[src/rtl/shift_pipe_pkg.sv]
// rtl/shift_pipe_pkg.sv - shared constants, delay legalisation and popcount helpers
package shift_pipe_pkg;

  localparam int SHIFT_PIPE_MAX_SUPPORTED = 64;
  localparam int LEG_W = $clog2(SHIFT_PIPE_MAX_SUPPORTED + 1);

  typedef struct packed {
    logic [LEG_W-1:0] dly;
    logic             err;
  } dly_leg_t;

  // Out-of-range requests fall back to the deepest tap and raise the error bit.
  function automatic dly_leg_t legalise_dly(input logic [LEG_W-1:0] req,
                                            input logic [LEG_W-1:0] max_depth);
    dly_leg_t res;
    if (req == '0 || req > max_depth) begin
      res.dly = max_depth;
      res.err = 1'b1;
    end else begin
      res.dly = req;
      res.err = 1'b0;
    end
    return res;
  endfunction

  function automatic logic [LEG_W-1:0] popcount(input logic [SHIFT_PIPE_MAX_SUPPORTED-1:0] v);
    logic [LEG_W-1:0] cnt;
    cnt = '0;
    for (int i = 0; i < SHIFT_PIPE_MAX_SUPPORTED; i++) begin
      cnt = cnt + LEG_W'(v[i]);
    end
    return cnt;
  endfunction

endpackage

[src/rtl/shift_pipe_mc_if.sv]
// rtl/shift_pipe_mc_if.sv - data/control bundle between a producer and the delay line
interface shift_pipe_mc_if #(
  parameter int WIDTH     = 8,
  parameter int CHANNELS  = 2,
  parameter int MAX_DEPTH = 4
);
  localparam int DLY_W = $clog2(MAX_DEPTH + 1);

  logic                      i_en;
  logic                      i_flush;
  logic                      i_valid;
  logic [CHANNELS*WIDTH-1:0] i_data;
  logic [DLY_W-1:0]          i_dly;
  logic                      o_valid;
  logic [CHANNELS*WIDTH-1:0] o_data;
  logic [DLY_W-1:0]          o_occ;
  logic                      o_empty;
  logic                      o_dly_err;

  modport master (
    output i_en, i_flush, i_valid, i_data, i_dly,
    input  o_valid, o_data, o_occ, o_empty, o_dly_err
  );

  modport slave (
    input  i_en, i_flush, i_valid, i_data, i_dly,
    output o_valid, o_data, o_occ, o_empty, o_dly_err
  );
endinterface

[src/rtl/shift_pipe_lane.sv]
// rtl/shift_pipe_lane.sv - one WIDTH-bit lane: MAX_DEPTH stages with enable and tap mux
// Optional stage export under SHIFT_PIPE_TAPS_EN.
module shift_pipe_lane #(
  parameter int WIDTH     = 8,
  parameter int MAX_DEPTH = 4,
  parameter int DLY_W     = 3
) (
  input  logic                       i_clk,
  input  logic                       i_rst,
  input  logic                       i_en,
  input  logic [WIDTH-1:0]           i_data,
  input  logic [DLY_W-1:0]           i_tap_sel,
  output logic [WIDTH-1:0]           o_tap
`ifdef SHIFT_PIPE_TAPS_EN
  ,
  output logic [MAX_DEPTH*WIDTH-1:0] o_stages
`endif
);

  logic [WIDTH-1:0] stage_q [MAX_DEPTH];
  logic [WIDTH-1:0] stage_d [MAX_DEPTH];

  always_comb begin
    stage_d = stage_q;
    if (i_en) begin
      stage_d[0] = i_data;
      for (int k = 1; k < MAX_DEPTH; k++) begin
        stage_d[k] = stage_q[k-1];
      end
    end
  end

  always_ff @(posedge i_clk) begin
    if (i_rst) begin
      for (int k = 0; k < MAX_DEPTH; k++) begin
        stage_q[k] <= '0;
      end
    end else begin
      stage_q <= stage_d;
    end
  end

  always_comb begin
    o_tap = '0;
    for (int k = 0; k < MAX_DEPTH; k++) begin
      if (DLY_W'(k) == i_tap_sel) o_tap = stage_q[k];
    end
  end

`ifdef SHIFT_PIPE_TAPS_EN
  for (genvar k = 0; k < MAX_DEPTH; k++) begin : g_stage_out
    assign o_stages[k*WIDTH +: WIDTH] = stage_q[k];
  end
`endif

endmodule

[src/rtl/shift_pipe_mc.sv]
// rtl/shift_pipe_mc.sv - multi-channel delay line with valid tracking, stall, flush and tunable tap
// Define SHIFT_PIPE_TAPS_EN to expose every stage on o_taps/o_tap_valid.
module shift_pipe_mc
  import shift_pipe_pkg::*;
#(
  parameter int WIDTH     = 8,
  parameter int CHANNELS  = 2,
  parameter int MAX_DEPTH = 4
) (
  input  logic                                i_clk,
  input  logic                                i_rst,
  shift_pipe_mc_if.slave                      bus
`ifdef SHIFT_PIPE_TAPS_EN
  ,
  output logic [MAX_DEPTH*CHANNELS*WIDTH-1:0] o_taps,
  output logic [MAX_DEPTH-1:0]                o_tap_valid
`endif
);

  localparam int DLY_W = $clog2(MAX_DEPTH + 1);

  logic [MAX_DEPTH-1:0]                v_q, v_d;
  logic [DLY_W-1:0]                    dly_q, dly_d;
  logic [DLY_W-1:0]                    occ_q, occ_d;
  logic                                empty_q, empty_d;
  logic                                err_q, err_d;
  logic [DLY_W-1:0]                    tap_sel;
  logic                                retune;
  dly_leg_t                            leg;
  logic [SHIFT_PIPE_MAX_SUPPORTED-1:0] v_win;

  always_comb begin
    leg    = legalise_dly(LEG_W'(bus.i_dly), LEG_W'(MAX_DEPTH));
    dly_d  = DLY_W'(leg.dly);
    err_d  = err_q | leg.err;
    retune = (dly_d != dly_q);

    // Flush beats retune; retune clears history but keeps the incoming sample.
    v_d = v_q;
    if (bus.i_flush) begin
      v_d = '0;
    end else if (retune) begin
      v_d = '0;
      if (bus.i_en) v_d[0] = bus.i_valid;
    end else if (bus.i_en) begin
      for (int k = MAX_DEPTH - 1; k > 0; k--) begin
        v_d[k] = v_q[k-1];
      end
      v_d[0] = bus.i_valid;
    end

    v_win = '0;
    for (int k = 0; k < MAX_DEPTH; k++) begin
      if (DLY_W'(k) < dly_d) v_win[k] = v_d[k];
    end
    occ_d   = DLY_W'(popcount(v_win));
    empty_d = (occ_d == '0);
  end

  always_ff @(posedge i_clk) begin
    if (i_rst) begin
      v_q     <= '0;
      dly_q   <= DLY_W'(MAX_DEPTH);
      occ_q   <= '0;
      empty_q <= 1'b1;
      err_q   <= 1'b0;
    end else begin
      v_q     <= v_d;
      dly_q   <= dly_d;
      occ_q   <= occ_d;
      empty_q <= empty_d;
      err_q   <= err_d;
    end
  end

  assign tap_sel = dly_q - DLY_W'(1);

  always_comb begin
    bus.o_valid = 1'b0;
    for (int k = 0; k < MAX_DEPTH; k++) begin
      if (DLY_W'(k) == tap_sel) bus.o_valid = v_q[k];
    end
  end

  assign bus.o_occ     = occ_q;
  assign bus.o_empty   = empty_q;
  assign bus.o_dly_err = err_q;

  for (genvar c = 0; c < CHANNELS; c++) begin : g_lane
`ifdef SHIFT_PIPE_TAPS_EN
    logic [MAX_DEPTH*WIDTH-1:0] stages;
`endif
    shift_pipe_lane #(
      .WIDTH     (WIDTH),
      .MAX_DEPTH (MAX_DEPTH),
      .DLY_W     (DLY_W)
    ) u_lane (
      .i_clk     (i_clk),
      .i_rst     (i_rst),
      .i_en      (bus.i_en),
      .i_data    (bus.i_data[c*WIDTH +: WIDTH]),
      .i_tap_sel (tap_sel),
      .o_tap     (bus.o_data[c*WIDTH +: WIDTH])
`ifdef SHIFT_PIPE_TAPS_EN
      ,
      .o_stages  (stages)
`endif
    );
`ifdef SHIFT_PIPE_TAPS_EN
    for (genvar k = 0; k < MAX_DEPTH; k++) begin : g_tap
      assign o_taps[k*CHANNELS*WIDTH + c*WIDTH +: WIDTH] = stages[k*WIDTH +: WIDTH];
    end
`endif
  end

`ifdef SHIFT_PIPE_TAPS_EN
  assign o_tap_valid = v_q;
`endif

endmodule
[src/flat_wrapper.sv]
// flat-port wrapper written by rule: the top's interface ports become plain ports
module shift_pipe_mc_flat import shift_pipe_pkg::*;
#(
  parameter int WIDTH     = 8,
  parameter int CHANNELS  = 2,
  parameter int MAX_DEPTH = 4
)
  (i_clk, i_rst, bus_i_en, bus_i_flush, bus_i_valid, bus_i_data, bus_i_dly, bus_o_valid, bus_o_data, bus_o_occ, bus_o_empty, bus_o_dly_err);
  shift_pipe_mc_if #(.WIDTH(WIDTH), .CHANNELS(CHANNELS), .MAX_DEPTH(MAX_DEPTH)) bus_i ();
  input  logic i_clk;
  input  logic i_rst;
  input wire logic [$bits(bus_i.i_en)-1:0] bus_i_en;
  input wire logic [$bits(bus_i.i_flush)-1:0] bus_i_flush;
  input wire logic [$bits(bus_i.i_valid)-1:0] bus_i_valid;
  input wire logic [$bits(bus_i.i_data)-1:0] bus_i_data;
  input wire logic [$bits(bus_i.i_dly)-1:0] bus_i_dly;
  output wire logic [$bits(bus_i.o_valid)-1:0] bus_o_valid;
  output wire logic [$bits(bus_i.o_data)-1:0] bus_o_data;
  output wire logic [$bits(bus_i.o_occ)-1:0] bus_o_occ;
  output wire logic [$bits(bus_i.o_empty)-1:0] bus_o_empty;
  output wire logic [$bits(bus_i.o_dly_err)-1:0] bus_o_dly_err;
  assign bus_i.i_en = bus_i_en;
  assign bus_i.i_flush = bus_i_flush;
  assign bus_i.i_valid = bus_i_valid;
  assign bus_i.i_data = bus_i_data;
  assign bus_i.i_dly = bus_i_dly;
  assign bus_o_valid = bus_i.o_valid;
  assign bus_o_data = bus_i.o_data;
  assign bus_o_occ = bus_i.o_occ;
  assign bus_o_empty = bus_i.o_empty;
  assign bus_o_dly_err = bus_i.o_dly_err;
  shift_pipe_mc #(.WIDTH(WIDTH), .CHANNELS(CHANNELS), .MAX_DEPTH(MAX_DEPTH)) u_core (.i_clk(i_clk), .i_rst(i_rst), .bus(bus_i));
endmodule
[config.mk]
export PLATFORM = sky130hd
export DESIGN_NAME = shift_pipe_mc_flat
export DESIGN_NICKNAME = d
export VERILOG_FILES = /design/src/rtl/shift_pipe_pkg.sv /design/src/rtl/shift_pipe_mc_if.sv /design/src/rtl/shift_pipe_lane.sv /design/src/rtl/shift_pipe_mc.sv /design/src/flat_wrapper.sv
export SDC_FILE = /design/constraint.sdc
export NUM_CORES = 1
export LEC_CHECK = 0
export ABC_AREA = 1
export CAP_MARGIN = 10
export CORE_MARGIN = 2
export CORE_UTILIZATION = 54
export DETAILED_ROUTE_END_ITERATION = 10
export GPL_TIMING_DRIVEN = 0
export PLACE_DENSITY = 0.85
export SLEW_MARGIN = 20
export SYNTH_ARGS = -nofsm -noshare
export SYNTH_HDL_FRONTEND = slang
export SYNTH_SLANG_ARGS = --single-unit
[constraint.sdc]
create_clock -name i_clk -period 3.3 [get_ports i_clk]
set_input_delay 0.66 -clock i_clk [delete_from_list [all_inputs] [get_ports i_clk]]
set_output_delay 0.66 -clock i_clk [all_outputs]
set_load 0.05 [all_outputs]
**Word-level counts from Yosys, hierarchy flattened**

Index checks and enable logic that the tools add are counted.

- Add/subtract/negate cells: 4
- Bitwise logic cells: 1
- Magnitude comparators: 5
- Reduce and logical (&&, ||, !) cells: 4
- Eq/ne operators: 4
- Multiplexer cells: 21

Operator list:

| operator | number |
|---|---|
| $mux W8 | 8 |
| $mux W4 | 4 |
| $logic_not A3 Y1 | 3 |
| $mux W1 | 9 |
| $add A3 B1 Y3 | 2 |
| $eq A2 B3 Y1 const A | 2 |
| $lt A1 B3 Y1 const A | 2 |
| $lt A2 B3 Y1 const A | 2 |
| $eq A1 B3 Y1 const A | 1 |
| $gt A3 B3 Y1 const B | 1 |
| $ne A3 B3 Y1 | 1 |
| $sub A3 B1 Y3 const B | 1 |
| $add A1 B1 Y2 | 1 |
| $logic_or A1 B1 Y1 | 1 |
| $or A1 B1 Y1 | 1 |

- Register bits after elaboration: 76
- Logic and storage cells: 52
- Output and inout port bits: 22

**Logic depth before layout (Yosys ltp)**

- Depth in word-level cells: 11
- Depth in mapped cells: 17
- Gate-level depth less buffers: 17

**Modules after synthesis**

From an unflattened synthesis, not the netlist that was laid out.

- Cells, all modules: 470
- Area, all modules: 4081.4 um^2

By module, submodules not included:

| module | instances | cells an instance | area an instance (um^2) |
|---|---|---|---|
| shift_pipe_lane | 2 | 189 | 1691.6 |
| shift_pipe_mc | 1 | 92 | 698.2 |

**Worst setup path before layout**

OpenSTA, ideal clock, no wires.

- Kind: input port to flip-flop
- Start point: input port bus_i_dly[1]
- End point: register u_core.empty_q (netlist: u_core.bus.o_empty)
- Data required time: 3.222 ns
- Library setup time: 0.078 ns
- Buffers on the path: 0
- Stages: 17
- Slack: 0.280 ns
- Arrival time: 2.942 ns
- Cells stage by stage: or2_2 > ha_1 > inv_1 > nand2_1 > xor2_1 > nand2_2 > nor2_4 > nand2_1 > nor2_1 > ha_1 > inv_1 > fa_1 > inv_1 > ha_1 > inv_1 > nor2_1 > nor3_1

- Longest elaborated chain between the ends: 11
- Elaborated cells on any way between the ends: 19

Ends and longest elaborated chain:

| item | line | text |
|---|---|---|
| start, declared | flat_wrapper.sv:16 | `input wire logic [$bits(bus_i.i_dly)-1:0] bus_i_dly;` |
| $gt A3 B3 Y1 or $logic_not A3 Y1 (tied branches) | shift_pipe_pkg.sv:16 | `if (req == '0 \|\| req > max_depth) begin` |
| $logic_or A1 B1 Y1 | shift_pipe_pkg.sv:16 |  |
| $mux W4 (*) | shift_pipe_pkg.sv:16 |  |
| $ne A3 B3 Y1 | shift_pipe_mc.sv:36 | `retune = (dly_d != dly_q);` |
| $mux W4 | shift_pipe_mc.sv:42 | `end else if (retune) begin` |
| $mux W4 | shift_pipe_mc.sv:40 | `if (bus.i_flush) begin` |
| $mux W1 | shift_pipe_mc.sv:54 | `if (DLY_W'(k) < dly_d) v_win[k] = v_d[k];` |
| $add A1 B1 Y2 | shift_pipe_pkg.sv:30 | `cnt = cnt + LEG_W'(v[i]);` |
| $add A3 B1 Y3 | shift_pipe_pkg.sv:30 |  |
| $add A3 B1 Y3 (*) | shift_pipe_pkg.sv:30 |  |
| net u_core.occ_d[1] | shift_pipe_mc.sv:24 | `logic [DLY_W-1:0] occ_q, occ_d;` |
| $logic_not A3 Y1 (*) | shift_pipe_mc.sv:57 | `empty_d = (occ_d == '0);` |
| end signal, assigned | shift_pipe_mc.sv:71 | `empty_q <= empty_d;` |
| end, declared | shift_pipe_mc.sv:25 | `logic empty_q, empty_d;` |

The timed path passes the listed nets; every way through them passes the cells marked *.
A chain may end at the register's enable or synchronous reset.

**Worst setup path in the final report**

- Start point: register u_core.dly_q[0]
- End point: output port bus_o_data[2]

- Longest elaborated chain between the ends: 6
- Elaborated cells on any way between the ends: 9

Ends and longest elaborated chain:

| item | line | text |
|---|---|---|
| start, declared | shift_pipe_mc.sv:23 | `logic [DLY_W-1:0] dly_q, dly_d;` |
| start signal, assigned | shift_pipe_mc.sv:63 | `dly_q <= DLY_W'(MAX_DEPTH);` |
| start signal, assigned | shift_pipe_mc.sv:69 | `dly_q <= dly_d;` |
| $sub A3 B1 Y3 (*) | shift_pipe_mc.sv:76 | `assign tap_sel = dly_q - DLY_W'(1);` |
| $logic_not A3 Y1 | shift_pipe_lane.sv:46 | `if (DLY_W'(k) == i_tap_sel) o_tap = stage_q[k];` |
| $mux W8 (3 in series) | shift_pipe_lane.sv:46 |  |
| $mux W8 (*) | shift_pipe_lane.sv:46 |  |
| end, declared | flat_wrapper.sv:18 | `output wire logic [$bits(bus_i.o_data)-1:0] bus_o_data;` |

Every way passes the cells marked *; elsewhere a longest branch is shown, timed or not.

==> flow_metrics.py <==
metrics = {
    "pwr": {
        "power.internal_w": 0.001569,
        "ir_worst_vdd_mv": 0.3475,
        "power.density_nw_per_um2": 524.0,
        "p_seq_frac": 0.474,
        "finalPower_w": 0.002127,
        "p_sw_frac": 0.2625,
        "p_leak_nw": 1.714,
        "clkPwrFrac": 0.389,
        "p_sw_w": 0.0005585,
        "power.share.combinational": 0.138,
    },
    "clock_network": {
        "cts_tree": "built",
        "cts.sinks": 76,
        "htreeDepth": 3,
        "worstSkewPairLatency_ps": 350,
        "cts_root_buf": "clkbuf_8",
        "cts_buffer_depth": 2,
        "numCtsBuffers": 9,
        "clkTransAtPathRegs_ps": 80,
    },
    "route": {
        "drtIter0Drc": 252,
        "wl_met3_um": 542,
        "ant_nets": 0,
        "highest_layer": "met4",
        "drc": 0,
        "vias": 3079,
        "drtPass1Iterations": 6,
        "drt-met1-wl_mm": 3.616,
        "drt-vias-per-instance": 5.421,
        "wl_met2_mm": 4.050,
        "wl_per_cell_um": 14.83,
        "routed_wl_mm": 8.423,
    },
    "yosys": {
        "yosysWarningCount": 0,
        "syn_area_sq_um": 3236,
        "synth.avg_cell_area_sq_um": 7.507,
        "ys_seq_elements": 76,
        "syn_inst": 431,
        "syn_nets": 459,
        "synth_seq_area_share": 0.4702,
        "yosysUniqueCellTypes": 27,
    },
    "place": {
        "post-place-cells": 550,
        "gp_congestion": 0.8698,
        "dp_slack_ps": -404.4,
        "post-dp-hpwl_mm": 5.733,
        "io_buffers": 44,
    },
    "worst_hold_path": {
        "min-delay-path-class": "flop to flop",
    },
    "cells_and_area": {
        "final_common_cell": "nor2_1",
        "diodes": 0,
        "drive_gt1_frac": 0.09331,
        "final_core_util": 0.6940,
        "seqCellArea_sq_um": 1521,
        "final_cell_mix": "110 x nor2_1, 76 x dfxtp_1, 68 x o21ai_0, 65 x nand2_1, 37 x clkdlybuf4s50_1",
        "num-nets-final": 516,
        "area_growth_syn_to_layout_pct": 25.48,
        "multi_input_area_sq_um": 1494,
        "nFillCells": 487,
        "instances_no_fill": 568,
    },
    "sta": {
        "max_freq_mhz": 311.0,
        "hold_viol_final": 0,
        "worst_slew_pin_slew_ps": 570.8,
        "holdWs_ps": 461.8,
        "rsz0062_at_grt": "false",
        "relSlewSlack": 0.6195,
        "setup_ws_ps": 84.84,
        "clock_skew_ps": 7.324,
        "finalCriticalPeriod_ps": 3215,
        "setup_violations": 0,
        "maxSlewViolCount": 0,
        "fin_crit_sh": 0.9743,
    },
    "grt": {
        "grt_overflow": 0,
        "grt_pass1_wl_mm": 13.56,
        "grt.total_usage": 0.2735,
        "grt_start_max_net_pins": 13,
        "grt_pass1_vias": 2905,
        "antenna_found_initial": 0,
    },
    "floorplan": {
        "die_height_um": 81.41,
        "die_area_sq_um": 6627,
        "start_util": 0.5530,
        "ios": 46,
        "die_w_um": 81.41,
        "rows": 28,
        "core_region_area_sq_um": 5851,
    },
    "critical_path": {
        "endpoint": "bus_o_data[2]",
        "cp.arrival_ps": 2560,
        "rrSetupSlack_ps": 970,
        "worstSetupPathType": "flop to output pin",
        "cp_max_fo": 10,
        "crit_required_ps": 2640,
        "reg2reg_to": "u_core.bus.o_empty$_SDFF_PP1_",
        "worstReg2RegStart": "u_core.dly_q[0]$_SDFF_PP0_",
        "critPathLaunchType": "flop",
        "r2r_cells": 16,
        "end_kind": "output pin",
        "setup.worst_path.start": "u_core.dly_q[0]$_SDFF_PP0_",
    },
    "job": {
        "cap_violations": 0,
    },
    "outcome": {
        "outcome": "finished, final reports clean",
    },
}
layer usage:
layer  global-route usage  up-vias
li1                     -     1508
met1               0.3303     1421
met2               0.4541      128
met3              0.06556       22
met4               0.1356        0
met5                    0        -
stage by stage:
stage                     setup TNS (ps)  cell area, sq um
final                                  0              4060
after global routing                   0              4060
after CTS                              0              4005
after detailed placement           -1148              3770
after global placement            -866.0              3770
after floorplan                        0              3236
critical path, stage by stage (launching register included):
cell and delay, ps:
dfxtp_1 420, inv_2 110, nor3_4 380, buf_4 270, nand2_1 80, o2111ai_1 100
clkdlybuf4s50_1 830
cell type report:
cell class,instances,share of cell area
Clock buffer,13,0.04160
Timing Repair Buffer,46,0.1156
Buffer,27,0.03174
Tap cell,75,0.02311
Sequential cell,76,0.3747
Multi-Input combinational cell,297,0.3680
Inverter,31,0.02866
Clock inverter,3,0.01664
flip-flops by register name, summed over array words and instances (netlist names):
register and flops:
u_core.g_lane.u_lane.stage_q 64, u_core.bus.o_empty 1, u_core.v_q 4, u_core.bus.o_occ 3, u_core.dly_q 3, u_core.bus.o_dly_err 1
cell usage after synthesis, drive strengths merged:
| cell type | number | area share |
|---|---|---|
| inv | 31 | 0.036 |
| nand3b | 1 | 0.0023 |
| nor2 | 112 | 0.13 |
| fa | 1 | 0.0062 |
| nand2 | 67 | 0.079 |
| o2111ai | 17 | 0.058 |
| xor2 | 1 | 0.0027 |
| a21oi | 17 | 0.026 |
| clkbuf | 18 | 0.021 |
| or2 | 1 | 0.0019 |
| dfxtp | 76 | 0.47 |
| buf | 9 | 0.019 |
| xnor2 | 1 | 0.0027 |
| nand3 | 4 | 0.0093 |
| ha | 3 | 0.012 |
| o21ai | 68 | 0.11 |
| nor3 | 4 | 0.017 |
power groups by stage:
stage | logic, W | clock network, W | registers, W
after detailed placement | 0.000283 | 0 | 0.00103
after global placement | 0.000276 | 0 | 0.00102
after floorplan | 0.000183 | 0 | 0.00102
after global routing | 0.000321 | 0.000869 | 0.00101
after CTS | 0.000285 | 0.000828 | 0.00101
final | 0.000293 | 0.000827 | 0.00101
worst min-delay path by stage:
stage | from | cells after the start | to | slack, ps
4_1_cts | u_core.g_lane[0].u_lane.stage_q[2]$_SDFFE_PP0P_ | 2 | u_core.g_lane[0].u_lane.stage_q[2]$_SDFFE_PP0P_ | 460
2_1_floorplan | u_core.g_lane[1].u_lane.stage_q[0]$_SDFFE_PP0P_ | 2 | u_core.g_lane[1].u_lane.stage_q[0]$_SDFFE_PP0P_ | 430
6_report | u_core.g_lane[0].u_lane.stage_q[1]$_SDFFE_PP0P_ | 2 | u_core.g_lane[0].u_lane.stage_q[1]$_SDFFE_PP0P_ | 460
5_1_grt | u_core.g_lane[1].u_lane.stage_q[1]$_SDFFE_PP0P_ | 2 | u_core.g_lane[1].u_lane.stage_q[1]$_SDFFE_PP0P_ | 480
3_5_place_dp | u_core.g_lane[0].u_lane.stage_q[2]$_SDFFE_PP0P_ | 2 | u_core.g_lane[0].u_lane.stage_q[2]$_SDFFE_PP0P_ | 450
3_3_place_gp | u_core.g_lane[1].u_lane.stage_q[1]$_SDFFE_PP0P_ | 2 | u_core.g_lane[1].u_lane.stage_q[1]$_SDFFE_PP0P_ | 440
logic make-up after synthesis:
kind of cell             Yosys count  share of synthesized area
AO/OA/AOI/OAI                    102                     0.1891
XOR/XNOR                           2                   0.005415
adder cells (fa/ha/maj)            4                    0.01779
buffers and inverters             58                    0.07579
flip-flops                        76                     0.4702
AND/OR/NAND/NOR                  189                     0.2417
what timing repair did:
action | 4_1_cts | 5_1_grt
setup endpoints to repair | 1 | 5
gates resized for setup | 1 | 10
setup buffers | 0 | 2
hold buffers | 0 | 0
gates cloned | 0 | 0
pin swaps | 0 | 2
(Power assumes the default switching activity.)
